==> src/rtl/frame_sequencer.sv <==
// rtl/frame_sequencer.sv - game-loop frame sequencer: draw passes, frame-tick divider, winner decision
// Define PAUSE_EN to add a pause input that holds the FSM in GAME_IDLE.
module frame_sequencer #(
  parameter int NUM_PLAYERS = 2,
  parameter int NUM_BOMBS   = 6,
  parameter int LIFE_W      = 2,
  parameter int TICK_DIV    = 833333,
  parameter int FRAME_DIV   = 15,
  localparam int PW = ($clog2(NUM_PLAYERS) > 1) ? $clog2(NUM_PLAYERS) : 1,
  localparam int IW = ($clog2(NUM_BOMBS) > LIFE_W) ? $clog2(NUM_BOMBS) : LIFE_W
) (
  input  logic                          clock,
  input  logic                          reset,
  input  logic                          go,
  input  logic                          draw_done,
  input  logic                          all_tiles_drawn,
  input  logic [NUM_PLAYERS*LIFE_W-1:0] lives,
`ifdef PAUSE_EN
  input  logic                          pause,
`endif
  output logic [1:0]                    screen_sel,
  output logic                          copy_enable,
  output logic [2:0]                    pass,
  output logic [IW-1:0]                 draw_idx,
  output logic [PW-1:0]                 draw_player,
  output logic [1:0]                    corner_id,
  output logic                          tc_enable,
  output logic                          player_reset,
  output logic                          tile_reset,
  output logic                          refresh,
  output logic                          game_over,
  output logic [PW-1:0]                 winner,
  output logic                          winner_valid
);

  localparam int TW = $clog2(TICK_DIV);
  localparam int FW = ($clog2(FRAME_DIV) > 1) ? $clog2(FRAME_DIV) : 1;

  // Order matters: DRAW_TILE..UPDATE_STAGE is the contiguous range where the tick divider runs.
  typedef enum logic [4:0] {
    S_LOAD_TITLE, S_TITLE, S_LOAD_STAGE,
    S_DRAW_TILE, S_DRAW_EXPL, S_NEXT_TILE, S_DRAW_BOMB, S_NEXT_BOMB,
    S_PLAYER_START, S_CHECK_CORNER, S_NEXT_CORNER, S_DRAW_PLAYER, S_DRAW_HP,
    S_NEXT_HP, S_NEXT_PLAYER, S_GAME_IDLE, S_UPDATE_STAGE,
    S_LOAD_WIN, S_WIN
  } state_t;

  state_t          state_q, state_d;
  logic [TW-1:0]   tick_q, tick_d;
  logic [FW-1:0]   frame_q, frame_d;
  logic [IW-1:0]   bomb_q, bomb_d, hp_q, hp_d, hp_limit_q, hp_limit_d;
  logic [PW-1:0]   player_q, player_d;
  logic [1:0]      corner_q, corner_d;
  logic            run, tick, paused, frame_en;
  logic [LIFE_W-1:0] cur_lives;
  logic [PW:0]     alive_count;
  logic [PW-1:0]   first_alive;

`ifdef PAUSE_EN
  assign paused = pause && (state_q == S_GAME_IDLE);
`else
  assign paused = 1'b0;
`endif

  assign run      = (state_q >= S_DRAW_TILE) && (state_q <= S_UPDATE_STAGE);
  assign tick     = run && (tick_q == TW'(TICK_DIV - 1));
  assign frame_en = tick && !paused;
  assign refresh  = frame_en && (frame_q == FW'(FRAME_DIV - 1));

  // Descending scan leaves first_alive at the lowest alive index.
  always_comb begin
    cur_lives   = '0;
    alive_count = '0;
    first_alive = '0;
    for (int p = NUM_PLAYERS - 1; p >= 0; p--) begin
      if (lives[p*LIFE_W +: LIFE_W] != '0) begin
        alive_count = alive_count + (PW+1)'(1);
        first_alive = PW'(p);
      end
      if (player_q == PW'(p)) cur_lives = lives[p*LIFE_W +: LIFE_W];
    end
  end

  assign game_over    = (state_q == S_LOAD_WIN) || (state_q == S_WIN);
  assign winner       = game_over ? first_alive : '0;
  assign winner_valid = game_over && (alive_count == (PW+1)'(1));

  always_comb begin
    state_d    = state_q;
    tick_d     = tick_q;
    frame_d    = frame_q;
    bomb_d     = bomb_q;
    hp_d       = hp_q;
    hp_limit_d = hp_limit_q;
    player_d   = player_q;
    corner_d   = corner_q;
    if (run) tick_d = tick ? '0 : tick_q + TW'(1);
    if (frame_en) frame_d = (frame_q == FW'(FRAME_DIV - 1)) ? '0 : frame_q + FW'(1);
    unique case (state_q)
      S_LOAD_TITLE: if (draw_done) state_d = S_TITLE;
      S_TITLE:      if (go) state_d = S_LOAD_STAGE;
      S_LOAD_STAGE: begin
        tick_d   = '0;
        frame_d  = '0;
        bomb_d   = '0;
        hp_d     = '0;
        player_d = '0;
        corner_d = '0;
        if (draw_done) state_d = S_DRAW_TILE;
      end
      S_DRAW_TILE:  if (draw_done) state_d = S_DRAW_EXPL;
      S_DRAW_EXPL:  if (draw_done) state_d = S_NEXT_TILE;
      S_NEXT_TILE:  state_d = all_tiles_drawn ? S_DRAW_BOMB : S_DRAW_TILE;
      S_DRAW_BOMB:  if (draw_done) state_d = S_NEXT_BOMB;
      S_NEXT_BOMB: begin
        if (bomb_q == IW'(NUM_BOMBS - 1)) begin
          bomb_d  = '0;
          state_d = S_PLAYER_START;
        end else begin
          bomb_d  = bomb_q + IW'(1);
          state_d = S_DRAW_BOMB;
        end
      end
      S_PLAYER_START: begin
        hp_limit_d = IW'(cur_lives);
        corner_d   = '0;
        hp_d       = '0;
        state_d    = (cur_lives == '0) ? S_NEXT_PLAYER : S_CHECK_CORNER;
      end
      S_CHECK_CORNER: state_d = S_NEXT_CORNER;
      S_NEXT_CORNER: begin
        corner_d = corner_q + 2'd1;
        state_d  = (corner_q == 2'd3) ? S_DRAW_PLAYER : S_CHECK_CORNER;
      end
      S_DRAW_PLAYER: if (draw_done) state_d = S_DRAW_HP;
      S_DRAW_HP:     if (draw_done) state_d = S_NEXT_HP;
      S_NEXT_HP: begin
        if (hp_q == hp_limit_q - IW'(1)) begin
          hp_d    = '0;
          state_d = S_NEXT_PLAYER;
        end else begin
          hp_d    = hp_q + IW'(1);
          state_d = S_DRAW_HP;
        end
      end
      S_NEXT_PLAYER: begin
        if (player_q == PW'(NUM_PLAYERS - 1)) begin
          player_d = '0;
          state_d  = S_GAME_IDLE;
        end else begin
          player_d = player_q + PW'(1);
          state_d  = S_PLAYER_START;
        end
      end
      S_GAME_IDLE:    if (tick && !paused) state_d = S_UPDATE_STAGE;
      S_UPDATE_STAGE: state_d = (alive_count <= (PW+1)'(1)) ? S_LOAD_WIN : S_DRAW_TILE;
      S_LOAD_WIN:     if (draw_done) state_d = S_WIN;
      S_WIN:          if (go) state_d = S_LOAD_TITLE;
      default:        state_d = S_LOAD_TITLE;
    endcase
  end

  always_ff @(posedge clock or posedge reset) begin
    if (reset) begin
      state_q    <= S_LOAD_TITLE;
      tick_q     <= '0;
      frame_q    <= '0;
      bomb_q     <= '0;
      hp_q       <= '0;
      hp_limit_q <= '0;
      player_q   <= '0;
      corner_q   <= '0;
    end else begin
      state_q    <= state_d;
      tick_q     <= tick_d;
      frame_q    <= frame_d;
      bomb_q     <= bomb_d;
      hp_q       <= hp_d;
      hp_limit_q <= hp_limit_d;
      player_q   <= player_d;
      corner_q   <= corner_d;
    end
  end

  always_comb begin
    screen_sel   = 2'd3;
    copy_enable  = 1'b0;
    pass         = 3'd0;
    draw_idx     = '0;
    tc_enable    = 1'b0;
    player_reset = 1'b0;
    tile_reset   = 1'b0;
    unique case (state_q)
      S_LOAD_TITLE: begin screen_sel = 2'd0; copy_enable = 1'b1; pass = 3'd1; end
      S_TITLE:      screen_sel = 2'd0;
      S_LOAD_STAGE: begin
        screen_sel   = 2'd1;
        copy_enable  = 1'b1;
        pass         = 3'd1;
        player_reset = 1'b1;
        tile_reset   = 1'b1;
      end
      S_DRAW_TILE:    pass = 3'd2;
      S_DRAW_EXPL:    pass = 3'd3;
      S_NEXT_TILE:    tc_enable = 1'b1;
      S_DRAW_BOMB:    begin pass = 3'd4; draw_idx = bomb_q; end
      S_CHECK_CORNER: pass = 3'd5;
      S_DRAW_PLAYER:  pass = 3'd6;
      S_DRAW_HP:      begin pass = 3'd7; draw_idx = hp_q; end
      S_LOAD_WIN:     begin screen_sel = 2'd2; copy_enable = 1'b1; pass = 3'd1; end
      S_WIN:          screen_sel = 2'd2;
      default: ;
    endcase
  end

  assign draw_player = player_q;
  assign corner_id   = corner_q;

endmodule

==> config.mk <==
export PLATFORM = sky130hd
export DESIGN_NAME = frame_sequencer
export DESIGN_NICKNAME = d
export VERILOG_FILES = /design/src/rtl/frame_sequencer.sv
export SDC_FILE = /design/constraint.sdc
export NUM_CORES = 1
export LEC_CHECK = 0
export BUFFER_PORTS_ARGS = -buffer_cell sky130_fd_sc_hd__buf_2
export CAP_MARGIN = 0
export CORE_MARGIN = 1
export CORE_UTILIZATION = 45
export DETAILED_ROUTE_END_ITERATION = 16
export GPL_TIMING_DRIVEN = 0
export PLACE_DENSITY_LB_ADDON = 0.15
export SLEW_MARGIN = 25
export SYNTH_ARGS = -nofsm -noshare
export SYNTH_HDL_FRONTEND = slang
export SYNTH_SLANG_ARGS = --single-unit
export TNS_END_PERCENT = 5
==> constraint.sdc <==
create_clock -name clock -period 1.9 [get_ports clock]
set_input_delay 0.475 -clock clock [delete_from_list [all_inputs] [get_ports clock]]
set_output_delay 0.475 -clock clock [all_outputs]
set_load 0.01 [all_outputs]
==> results, run 1 <==
- The via count of the first global-routing pass came to 2388.
- The routed via count is 2693.
- The total chip power is 4.77 mW.
- Setup slack on the worst reg-to-reg path comes out at -0.26 ns.
- Of all cell types, the one taking the most synthesized area is sky130_fd_sc_hd__dfrtp_1.
- The final number of max-transition violations is 0.
- The run finished, with violations left.
- The clock latency of the later-clocked register in the worst-skew pair is 0.30 ns.
- The final layout contains routed wiring with a total length of 7440 um.
- The number of unique standard cell types used by synthesis is 57.
- The overall track demand over capacity in global routing is 23.8%.
- The final reports fail on negative setup slack.
- The most instantiated library cell after synthesis is sky130_fd_sc_hd__dfrtp_1.
- Setup violations remaining at the end of the flow were counted as 36.
- In the routed layout, each cell is associated on average with a via count of ~6.
- Summing all placed instances gives a cell area of 3050 um2.
- The placer congestion estimate is 0.888.
- The core utilization of the finished layout is ~60%.
- The max-capacitance violation count is 0.
- The required time at the endpoint of the critical path is 1.42 ns.
- Walking the worst path, the cells encountered are buf_6 > or3_4 > o22ai_4 > nand4_4 > nor2b_2 > buf_2.
- The maximum vdd ir drop is 0.000814 V.
- Entering global routing, the biggest net connects 32 pins.
- STA classifies the critical path startpoint as a flop.
- The number of H-tree branching levels is 2.
- Summing all non-filler instances in the final layout gives an area of roughly 3600 um2.
- In this run the mean area of a mapped cell was 8.70 um2.
- At the pin with the least slew margin, the transition time is 0.552 ns.
- The worst hold slack across all endpoints is 0.104 ns.
- The final antenna diode count is 0.
- The cell at the root of the clock tree is sky130_fd_sc_hd__clkbuf_8.
- After clock tree synthesis, the clock-pin slew on the worst setup and hold paths is 0.08 ns.
- The data arrival time of the worst path is 1.82 ns.
- The critical path runs through a total of 6 cells.
- The number of antenna violations at the first check in global routing was 0.
- On the worst path, the slowest cell contributes a delay of 0.41 ns.
- In the synthesized netlist, the cells that appear most often are sky130_fd_sc_hd__dfrtp_1, sky130_fd_sc_hd__nand2_1, sky130_fd_sc_hd__nor2_1, sky130_fd_sc_hd__o21ai_0, sky130_fd_sc_hd__a21oi_1.
- The number of violations reported at the end of detailed-routing iteration 0 is 247.
- The sequential fraction of the synthesis area is between 30 and 40%.
- After synthesis, the share of flip-flops with an asynchronous set or reset is 100%.
- The clock arrives with 0.00589 ns of skew.
- From left edge to right edge, the die measures between 80 and 90 um.
- The endpoint identified for the worst register-to-register timing path is state_q[2].
- The total iterations of the first detailed-routing run is 5.
- The critical path is of the flop to output pin type.
- In this run the deepest clock path goes through 2 buffers.
- Compared with the post-synthesis result, the final layout area differs by 30.4%.
- The number of cells in the finished layout apart from fillers is 456.
- The I/O pin total is 28.
- The number of cells on the worst reg-to-reg path is 6.
- The routed length per placed instance is 16.3 um.
- The layout cell share with drive strength beyond 1 is between 30% and 40%.
- The number of enable flip-flop cells after synthesis is 0.
- The leading register cell type out of synthesis is sky130_fd_sc_hd__dfrtp_1.
- In this run, synthesis produced a sequential element count of 40.
- The die is about 80 um tall.
- The clock sink count is 40.
- In this run the core area contains 28 standard-cell rows.
- On the critical path, the stage with the largest delay is an instance of sky130_fd_sc_hd__dfrtp_1.
- Summed over all failing endpoints, the final setup total negative slack is -5.23 ns.
- The largest fanout on the critical path is 5.
- In this run the biggest area consumer among cell types represents 35.9% of the synthesized area.
- The pre-CTS setup slack is -0.448 ns.
- Measured against its own limit, the worst slew margin works out to 62.9%.
- For this configuration, the core starts out at a cell density of 46.8%.
- The number of hold buffers added after CTS was 0.
- The count of mapped cells out of synthesis is 320.
- The mapped netlist covers 2790 um2.
- The power density of the placed cells is 1310 nW/um2.
- After layout, the minimum clock period comes to 2.29 ns.
- Setup repair after global routing could not meet its margin everywhere.
- The clock buffer count from CTS is 5.
- The instance count after placement with tap cells included is 423.
- The final critical path takes up 121% of the cycle.
- Summed over all layers, the global routing overflow is 0.
- The clock tree from TritonCTS is built.
- The post-route worst setup slack is -0.395 ns.
- Counting every net in the synthesized netlist gives 338.
- For this run, the top clock speed supported by timing is 0.436 GHz.
- The die area is 6510 um2.
- The path class of the tightest hold or removal check is input port to async pin.
- The number of failing hold endpoints at the final stage is 0.
- Counting both buffers and inverters, the worst setup path holds a total of 2.
- The number of remaining DRC errors is 0.
- Port buffering added 27 buffers.
- The first global-routing pass estimated 11600 um of wire.
- The worst setup path is captured at an output pin.
- The static power due to leakage is roughly 1.6 nW.
- The net total in the final layout is 398.
- Yosys attributes the largest share of cell area to sky130_fd_sc_hd__dfrtp_1, sky130_fd_sc_hd__xor2_1, sky130_fd_sc_hd__ha_1, sky130_fd_sc_hd__nand2_1, sky130_fd_sc_hd__nor2_1.
- The detail route stage leaves a number of antenna-violating nets equal to 0.
- The number of warnings reported in the yosys synthesis log is 0.
- The post-detailed-placement half-perimeter wirelength is 4990 um.
- The startpoint identified for the worst register-to-register timing path is tick_q[14].
- The category of cells accounting for the largest share of critical-path delay is simple AND/OR/NAND/NOR gates.
- The placeable core region is ~6000 um2.
-- report_power, final --
group	internal, mW	switching (mW)	leakage, nW
clock network	0.263	0.307	0.0424
registers	1.02	0.162	0.530
logic	1.43	1.59	1.08
total	2.71	2.06	1.65
-- cell type report --
cell class | count | area (um2)
clock inverters | 1 | 8.76
plain buffers | 16 | 188
multi-input cells | 250 | 1840
clock buffers | 7 | 76.3
repair buffers | 53 | 360
fillers | 531 | 2320
flip-flops and latches | 40 | 1000
inverters | 14 | 61.3
well taps | 75 | 93.8
-- sequential cells by signal, summed over array words and instances (netlist names) --
| register | flops |
|---|---|
| corner_id | 2 |
| tick_q | 20 |
| frame_q | 4 |
| draw_player | 1 |
| hp_limit_q | 2 |
| bomb_q | 3 |
| hp_q | 3 |
| state_q | 5 |
-- placed cells by master (no fill, tap or decap), types with 3 or more instances in the layout --
master	instances
sky130_fd_sc_hd__or3_1	5
sky130_fd_sc_hd__inv_1	11
sky130_fd_sc_hd__or2_4	3
sky130_fd_sc_hd__a22o_1	6
sky130_fd_sc_hd__dfrtp_1	38
sky130_fd_sc_hd__o21ai_1	3
sky130_fd_sc_hd__nor2_1	23
sky130_fd_sc_hd__nand2_1	25
sky130_fd_sc_hd__nor3_1	9
sky130_fd_sc_hd__nor2b_2	4
sky130_fd_sc_hd__buf_2	28
sky130_fd_sc_hd__o21ai_0	18
sky130_fd_sc_hd__nand2b_1	4
sky130_fd_sc_hd__nand4_1	4
sky130_fd_sc_hd__and2_1	3
sky130_fd_sc_hd__mux2i_1	3
sky130_fd_sc_hd__nand3b_1	3
sky130_fd_sc_hd__xnor2_1	10
sky130_fd_sc_hd__and3_1	6
sky130_fd_sc_hd__nor2_2	3
sky130_fd_sc_hd__clkbuf_8	5
sky130_fd_sc_hd__xor2_1	13
sky130_fd_sc_hd__o2111ai_1	3
sky130_fd_sc_hd__and3b_1	3
sky130_fd_sc_hd__nand3_1	16
sky130_fd_sc_hd__a21oi_1	17
sky130_fd_sc_hd__ha_1	9
sky130_fd_sc_hd__clkbuf_1	3
sky130_fd_sc_hd__mux2_2	6
sky130_fd_sc_hd__buf_4	24
sky130_fd_sc_hd__nor3b_1	3
sky130_fd_sc_hd__buf_6	11
-- kinds of logic after synthesis --
family | synth area share, %
AO/OA/AOI/OAI | 16.1
XOR/XNOR | 7.23
adder cells (fa/ha/maj) | 4.04
buffers and inverters | 5.12
flip-flops | 35.9
multiplexers | 3.50
AND/OR/NAND/NOR | 28.1
-- how the worst max path moves through the flow --
stage,startpoint,end,slack [ns]
floorplan,tick_q[17],refresh,-0.06
global placement,state_q[2],tick_q[5],-0.36
detailed placement,state_q[2],tick_q[12],-0.45
CTS,tick_q[16],refresh,-0.41
global route,tick_q[16],refresh,-0.47
finish,state_q[2],refresh,-0.39
-- layer usage --
| metal | vias up | track usage [%] | routed length (um) |
|---|---|---|---|
| li1 | 1268 | - | - |
| met1 | 1304 | 33.6 | 3520 |
| met2 | 95 | 36.0 | 3410 |
| met3 | 26 | 3.64 | 344 |
| met4 | 0 | 9.64 | 163 |
| met5 | - | 0 | 0 |
-- what timing repair did --
action,4_1_cts,5_1_grt
buffers inserted,15,9
setup endpoints to repair,47,48
gates resized for setup,56,24
cloned,0,1
pin swaps,13,8
(Power assumes the default switching activity.)
==> run 2: changes to the inputs <==
- HOLD_SLACK_MARGIN: default -> 0.02
- SKIP_CTS_REPAIR_TIMING: default -> 1
==> results, run 2 (synthesis results as in run 1) <==
- The final number of max-transition violations came to 0 (unchanged).
- The post-route worst setup slack is -0.469 ns (was -0.395 ns).
- The category of cells accounting for the largest share of critical-path delay is simple AND/OR/NAND/NOR gates (unchanged).
- The detailed-route wire length came to 7000 um (was 7440 um).
- The maximum clock frequency is 0.422 GHz (was 0.436 GHz).
- The die span in x is 80.7 um (unchanged).
- The overall track demand over capacity in global routing is 22.1% (was 23.8%).
- Commonest cells after routing, fill and taps aside: sky130_fd_sc_hd__dfrtp_1, sky130_fd_sc_hd__buf_2, sky130_fd_sc_hd__nor2_1 (was sky130_fd_sc_hd__dfrtp_1, sky130_fd_sc_hd__buf_2, sky130_fd_sc_hd__nand2_1).
- The routed length per placed instance came to 16.0 um (was 16.3 um).
- The class of the most critical hold timing path is input port to async pin (unchanged).
- The routed via count is 2536 (was 2693).
- The critical path launch point is tick_q[16] (was state_q[2]).
- The number of flip-flops in the largest register is 20 (unchanged).
- The I/O pin total came to 28 (unchanged).
- The met1 global-route usage was 33.3% (was 33.6%).
- The placeable core region is 5960 um2 (unchanged).
- The post-detailed-placement half-perimeter wirelength was 4990 um (unchanged).
- The area of all placed cells without fillers was 3330 um2 (was 3630 um2).
- The total congestion overflow after global routing came to 0 (unchanged).
- The maximum count of clock buffers along a single path came to 2 (unchanged).
- The final setup violation count was 39 (was 36).
- The die area came to 6510 um2 (unchanged).
- Biggest regs: tick_q (20), state_q (5), frame_q (4) (unchanged).
- The starting density of the core came to 46.8% (unchanged).
- The clock latency of the later-clocked register in the worst-skew pair is 0.29 ns (was 0.30 ns).
- The total of buffers placed on input and output ports is 27 (unchanged).
- The maximum vdd ir drop came to 0.000781 V (was 0.000814 V).
- The cell type of the slowest stage on the worst timing path was sky130_fd_sc_hd__or4b_4 (was sky130_fd_sc_hd__dfrtp_1).
- The placer congestion estimate was 0.888 (unchanged).
- The leading cell type in the layout, fill and taps excluded is sky130_fd_sc_hd__dfrtp_1 (unchanged).
- The clock tree from TritonCTS was built (unchanged).
- The number of nets with antenna violations after routing is 0 (unchanged).
- The static power due to leakage was 1.52 nW (was 1.65 nW).
- The required time at the endpoint of the critical path came to 1.42 ns (about the same).
- The register clock-pin slew on the reported worst setup and hold paths is 0.08 ns (about the same).
- The layout cell share with drive strength beyond 1 was 25.9% (was 32.5%).
- The via count of the first global-routing pass is 2169 (was 2388).
- RSZ-0062 raised after global routing: yes (unchanged).
- The number of violations reported at the end of detailed-routing iteration 0 was 296 (was 247).
- The kind of end point of the critical path is an output pin (unchanged).
- The number of failing hold endpoints at the final stage is 0 (unchanged).
- The largest net degree at the start of global routing is 32 (unchanged).
- The post-detailed-route via-to-cell ratio is 5.79 (was 5.91).
- The final setup skew was 0.00467 ns (was 0.00589 ns).
- The fill cell instance count of the final layout is 581 (was 531).
- The combined buffer and inverter count along the critical path was 1 (was 2).
- The final antenna diode count is 0 (unchanged).
- The actual slew at the worst max-slew pin is 0.706 ns (was 0.552 ns).
- The global routing met2 resource utilization is 31.8% (was 36.0%).
- The start-to-end type of the worst setup path was flop to output pin (unchanged).
- The clock buffer count from CTS is 5 (unchanged).
- The startpoint kind of the worst setup timing path was a flop (unchanged).
- The power density of the placed cells is 1260 nW/um2 (was 1310 nW/um2).
- The final critical path time including I/O delays and setup was 2.37 ns (was 2.29 ns).
- The number of cell instances on the worst register-to-register path is 6 (unchanged).
- The largest register by flop count is tick_q (unchanged).
- The worst hold slack across all endpoints came to 0.104 ns (about the same).
- The fraction of met3 tracks used by global routing is 2.84% (was 3.64%).
- The cell at the root of the clock tree is sky130_fd_sc_hd__clkbuf_8 (unchanged).
- The number of H-tree branching levels is 2 (unchanged).
- The number of remaining DRC errors is 0 (unchanged).
- The max-slew headroom at the worst pin was 52.8% (was 62.9%).
- The data arrival time of the worst path is 1.89 ns (was 1.82 ns).
- Violations in the final reports: negative setup slack (unchanged).
- Crit-path cells: or4b_4 > nor3_4 > nand4_4 > nor2b_2 > buf_2 (was buf_6 > or3_4 > o22ai_4 > nand4_4 > nor2b_2 > buf_2).
- The global-route wire length before repair came to 10800 um (was 11600 um).
- The pre-CTS setup slack is -0.448 ns (unchanged).
- The area added between synthesis and finish came to 19.5% (was 30.4%).
- The net total in the final layout is 380 (was 398).
- The total chip power is 4.20 mW (was 4.77 mW).
- The overall die height came to 80.7 um (unchanged).
- The highest-utilization routing layer at the global route stage is met1 (was met2).
- The largest fanout on the critical path is 5 (unchanged).
- The total iterations of the first detailed-routing run is 5 (unchanged).
- The reg-to-reg endpoint is state_q[2] (unchanged).
- The register-to-register setup slack was -0.31 ns (was -0.26 ns).
- The peak per-stage delay on the critical path is 0.57 ns (was 0.41 ns).
- The max-capacitance violation count is 0 (unchanged).
- The clock sink count was 40 (unchanged).
- The final worst-path cycle share was 125% (was 121%).
- The number of antenna violations at the first check in global routing is 0 (unchanged).
- The startpoint of the worst-slack reg-to-reg timing path is tick_q[16] (was tick_q[14]).
- The sum of negative setup slack is -9.18 ns (was -5.23 ns).
- Status: finished, violations left (unchanged).
- The number of placement rows is 28 (unchanged).
- The instance area at placement was 3050 um2 (unchanged).
run 2: worst max-delay path by stage:
stage	slack (ns)	cells past startpoint	endpoint
2_1_floorplan	-0.06	4	refresh
3_3_place_gp	-0.36	7	tick_q[5]
3_5_place_dp	-0.45	7	tick_q[12]
4_1_cts	-0.68	6	refresh
5_1_grt	-0.53	5	refresh
6_report	-0.47	5	refresh
run 2: area by class of cell:
type                    count  area, um2  share of cell area (%)
flip-flops and latches     40       1000                    30.1
well taps                  75       93.8                    2.82
clock buffers               7       76.3                    2.29
multi-input cells         250       1760                    52.9
plain buffers              16        124                    3.72
clock inverters             1       8.76                   0.263
repair buffers             35        208                    6.24
inverters                  14       55.1                    1.65
run 2: through the flow:
step                      std cells  util (%)
after floorplan                 320         -
after global placement          422      50.9
after detailed placement        423      51.2
after CTS                       431      52.7
after global routing            438      55.9
final                           438      55.9
run 2: where the power goes:
| group | switching (mW) | internal, mW |
|---|---|---|
| logic | 1.43 | 1.04 |
| clock network | 0.301 | 0.262 |
| registers | 0.148 | 1.02 |
| total | 1.88 | 2.32 |
run 2: routing by layer:
layer | vias up | part of all wire, %
met3 | 13 | 5.2
met2 | 80 | 44
met5 | - | 0
met4 | 0 | 1.8
met1 | 1209 | 49
li1 | 1234 | -
==> run 3: changes to the inputs <==
- ABC_AREA: default -> 1
==> results, run 3 <==
- The layout cell share with drive strength beyond 1 is 24.2% (was 25.9%).
- The total iterations of the first detailed-routing run came to 4 (was 5).
- The overall die height is 81.4 um (was 80.7 um).
- The actual slew at the worst max-slew pin is 0.350 ns (was 0.706 ns).
- The register clock-pin slew on the reported worst setup and hold paths was 0.09 ns (was 0.08 ns).
- The net switching power of the design is 1.59 mW (was 1.88 mW).
- The placer congestion estimate is 0.943 (was 0.888).
- The number of enable flip-flop cells after synthesis is 0 (unchanged).
- Biggest regs: tick_q (20), state_q (5), frame_q (4) (unchanged).
- The global-route wire length before repair is 11000 um (was 10800 um).
- Status: finished, violations left (unchanged).
- The clock tree from TritonCTS is built (unchanged).
- Violations in the final reports: negative setup slack (unchanged).
- The number of failing hold endpoints at the final stage is 0 (unchanged).
- The library cell occupying the most area in the post-synthesis netlist is sky130_fd_sc_hd__dfrtp_1 (unchanged).
- The net total in the final layout came to 467 (was 380).
- The final critical path time including I/O delays and setup is 2.07 ns (was 2.37 ns).
- The final setup skew is 0.00921 ns (was 0.00467 ns).
- The final antenna diode count was 0 (unchanged).
- The clock sink count came to 40 (unchanged).
- The internal power is 1.96 mW (was 2.32 mW).
- The largest register by flop count is tick_q (unchanged).
- The static power due to leakage is 1.72 nW (was 1.52 nW).
- The class of the most critical hold timing path is input port to async pin (unchanged).
- Ranking of synthesized cells by instance count: sky130_fd_sc_hd__nand2_1, sky130_fd_sc_hd__nor2_1, sky130_fd_sc_hd__inv_1, sky130_fd_sc_hd__dfrtp_1, sky130_fd_sc_hd__nand3_1 (was sky130_fd_sc_hd__dfrtp_1, sky130_fd_sc_hd__nand2_1, sky130_fd_sc_hd__nor2_1, sky130_fd_sc_hd__o21ai_0, sky130_fd_sc_hd__a21oi_1).
- The switching part of the total power is 44.7% (about the same).
- The startpoint kind of the worst setup timing path is a flop (unchanged).
- The start-to-end type of the worst setup path is flop to output pin (unchanged).
- The proportion of register bits with asynchronous set or reset after synthesis is 100% (unchanged).
- The post-detailed-route via-to-cell ratio came to 5.28 (was 5.79).
- The total of buffers placed on input and output ports came to 27 (unchanged).
- The data arrival time of the worst path is 1.60 ns (was 1.89 ns).
- The fraction of power consumed by sequential logic is 30.5% (was 27.9%).
- The clock group share of total power is 17.8% (was 13.4%).
- RSZ-0062 raised after global routing: yes (unchanged).
- The die span in x is 81.4 um (was 80.7 um).
- The maximum vdd ir drop was 0.000758 V (was 0.000781 V).
- The number of synthesized register bits is 40 (unchanged).
- The largest fanout on the critical path is 6 (was 5).
- The count of mapped cells out of synthesis is 401 (was 320).
- The fill cell instance count of the final layout was 563 (was 581).
- The max-slew headroom at the worst pin is 76.6% (was 52.8%).
- The post-route worst setup slack is -0.174 ns (was -0.469 ns).
- The leading register cell type out of synthesis is sky130_fd_sc_hd__dfrtp_1 (unchanged).
- The number of placement rows is 28 (unchanged).
- The number of antenna violations at the first check in global routing is 0 (unchanged).
- The combinational group share of total power is 51.7% (was 58.7%).
- The core utilization of the finished layout is 56.6% (was 55.9%).
- The I/O pin total is 28 (unchanged).
- The sequential fraction of the synthesis area is 35.3% (was 35.9%).
- The number of warnings reported in the yosys synthesis log is 0 (unchanged).
- The final number of max-transition violations is 0 (unchanged).
- The cell at the root of the clock tree is sky130_fd_sc_hd__clkbuf_8 (unchanged).
- The netlist area before placement is 2840 um2 (was 2790 um2).
- The leading cell type in the layout, fill and taps excluded is sky130_fd_sc_hd__nand2_1 (was sky130_fd_sc_hd__dfrtp_1).
- The post-synthesis average cell area is 7.07 um2 (was 8.70 um2).
- Crit-path cells: nor2_8 > nand2_1 > inv_2 > o21ai_2 > buf_4 > nor2_1 > buf_2 (was or4b_4 > nor3_4 > nand4_4 > nor2b_2 > buf_2).
- The maximum count of clock buffers along a single path is 2 (unchanged).
- The routed length per placed instance is 13.1 um (was 16.0 um).
- The final worst-path cycle share is 109% (was 125%).
- The placeable core region is 5990 um2 (was 5960 um2).
- The cell type of the slowest stage on the worst timing path is sky130_fd_sc_hd__dfrtp_2 (was sky130_fd_sc_hd__or4b_4).
- The required time at the endpoint of the critical path is 1.42 ns (about the same).
- The peak per-stage delay on the critical path was 0.48 ns (was 0.57 ns).
- The number of cell instances on the worst register-to-register path came to 11 (was 6).
- The number of nets with antenna violations after routing is 0 (unchanged).
- The most instantiated library cell after synthesis is sky130_fd_sc_hd__nand2_1 (was sky130_fd_sc_hd__dfrtp_1).
- The routed via count is 2774 (was 2536).
- Commonest cells after routing, fill and taps aside: sky130_fd_sc_hd__nand2_1, sky130_fd_sc_hd__inv_1, sky130_fd_sc_hd__nor2_1 (was sky130_fd_sc_hd__dfrtp_1, sky130_fd_sc_hd__buf_2, sky130_fd_sc_hd__nor2_1).
- The clock buffer count from CTS was 5 (unchanged).
- The starting density of the core is 47.3% (was 46.8%).
- The area added between synthesis and finish is 19.6% (was 19.5%).
- The kind of end point of the critical path was an output pin (unchanged).
- The detailed-route wire length came to 6900 um (was 7000 um).
- The power density of the placed cells is 1050 nW/um2 (was 1260 nW/um2).
- Largest cells by area after synthesis: sky130_fd_sc_hd__dfrtp_1, sky130_fd_sc_hd__nand2_1, sky130_fd_sc_hd__nor2_1, sky130_fd_sc_hd__inv_1, sky130_fd_sc_hd__nand3_1 (was sky130_fd_sc_hd__dfrtp_1, sky130_fd_sc_hd__xor2_1, sky130_fd_sc_hd__ha_1, sky130_fd_sc_hd__nand2_1, sky130_fd_sc_hd__nor2_1).
- The maximum clock frequency is 0.482 GHz (was 0.422 GHz).
- The total congestion overflow after global routing is 0 (unchanged).
- The final setup violation count came to 15 (was 39).
- The total chip power is 3.55 mW (was 4.20 mW).
- The fraction of synthesized cell area taken by the top area cell type is 35.3% (was 35.9%).
- The number of H-tree branching levels came to 2 (unchanged).
- The largest net degree at the start of global routing is 31 (was 32).
- The via count of the first global-routing pass is 2535 (was 2169).
- The number of violations reported at the end of detailed-routing iteration 0 came to 160 (was 296).
- The register-to-register setup slack came to 0.08 ns (was -0.31 ns).
- The max-capacitance violation count is 0 (unchanged).
- The number of unique standard cell types used by synthesis is 36 (was 57).
- The overall track demand over capacity in global routing is 21.6% (was 22.1%).
- The clock latency of the later-clocked register in the worst-skew pair is 0.30 ns (was 0.29 ns).
- The number of remaining DRC errors is 0 (unchanged).
- The die area came to 6630 um2 (was 6510 um2).
- The number of nets produced by synthesis is 419 (was 338).
- The post-detailed-placement half-perimeter wirelength is 4990 um (about the same).
- The number of flip-flops in the largest register is 20 (unchanged).
run 3: cell count changes in the layout (fill, tap and decap cells not counted), moves of 5 or more:
| cell | previous run | this run |
|---|---|---|
| sky130_fd_sc_hd__a22o_1 | 6 | 0 |
| sky130_fd_sc_hd__inv_1 | 12 | 55 |
| sky130_fd_sc_hd__inv_2 | 1 | 6 |
| sky130_fd_sc_hd__mux2_2 | 6 | 0 |
| sky130_fd_sc_hd__nand2_1 | 25 | 85 |
| sky130_fd_sc_hd__nand2_2 | 1 | 7 |
| sky130_fd_sc_hd__nand3_1 | 16 | 24 |
| sky130_fd_sc_hd__nand4_1 | 4 | 12 |
| sky130_fd_sc_hd__nor2_1 | 26 | 54 |
| sky130_fd_sc_hd__nor2_2 | 0 | 6 |
| sky130_fd_sc_hd__or3_1 | 5 | 0 |
| sky130_fd_sc_hd__xnor2_1 | 10 | 2 |
| sky130_fd_sc_hd__xor2_1 | 13 | 8 |
run 3: cells by family (layout without fill, tap and decap cells):
group                    count (synthesis)  after routing  synth area share, %
AND/OR/NAND/NOR                        222            222                 37.5
AO/OA/AOI/OAI                           50             50                 10.2
flip-flops                              40             40                 35.3
XOR/XNOR                                10             10                 3.09
buffers and inverters                   70            119                 10.0
adder cells (fa/ha/maj)                  9              9                 3.97
run 3: path summary, 6_finish.rpt:
path,startpoint,to
setup / recovery,state_q[3],winner_valid
hold / removal,reset,hp_q[0]
setup reg to reg,state_q[3],tick_q[12]
hold reg to reg,corner_id[0],corner_id[0]
max in group asynchronous,reset,state_q[2]
min in group clock,corner_id[0],corner_id[0]
run 3: area by class of cell:
class / instances / area [um2] / area share, %
well taps: 75 / 93.8 / 2.77
flip-flops and latches: 40 / 1010 / 29.6
plain buffers: 6 / 50.0 / 1.47
inverters: 64 / 250 / 7.37
multi-input cells: 291 / 1630 / 48.2
repair buffers: 41 / 263 / 7.74
clock inverters: 2 / 13.8 / 0.406
clock buffers: 6 / 82.6 / 2.43
run 3: through the flow:
step,instance area (um2),hold WS [ns],worst slack (ns),TNS [ns],instances
2_1_floorplan,2840,0.493,0.0921,0,401
3_3_place_gp,3070,0.498,-0.128,-5.17,503
4_1_cts,3180,0.107,-0.449,-3.21,512
3_5_place_dp,3090,0.436,-0.115,-0.115,504
6_report,3390,0.102,-0.174,-1.77,525
5_1_grt,3390,0.117,-0.243,-2.82,525
run 3: per-layer routing:
metal | global-route usage (%) | routed length [um] | up-vias
met4 | 7.14 | 170 | 0
met3 | 3.37 | 374 | 19
li1 | - | - | 1385
met5 | 0 | 0 | -
met1 | 27.6 | 3070 | 1289
met2 | 36.9 | 3290 | 81
run 3: power by group through the flow:
stage | Sequential (mW) | Combinational [mW] | Clock (mW)
final | 1.08 | 1.83 | 0.633
after global routing | 1.10 | 2.00 | 0.677
after CTS | 1.07 | 1.54 | 0.645
after detailed placement | 1.08 | 1.53 | 0
after global placement | 1.08 | 1.52 | 0
after floorplan | 1.06 | 1.13 | 0
run 3: worst max-delay path, delay by kind of cell (launching register included):
| kind | cells | cell delay (ns) |
|---|---|---|
| flops | 1 | 0.48 |
| buf+inv | 3 | 0.38 |
| simple gates | 3 | 0.36 |
| compound gates | 1 | 0.08 |
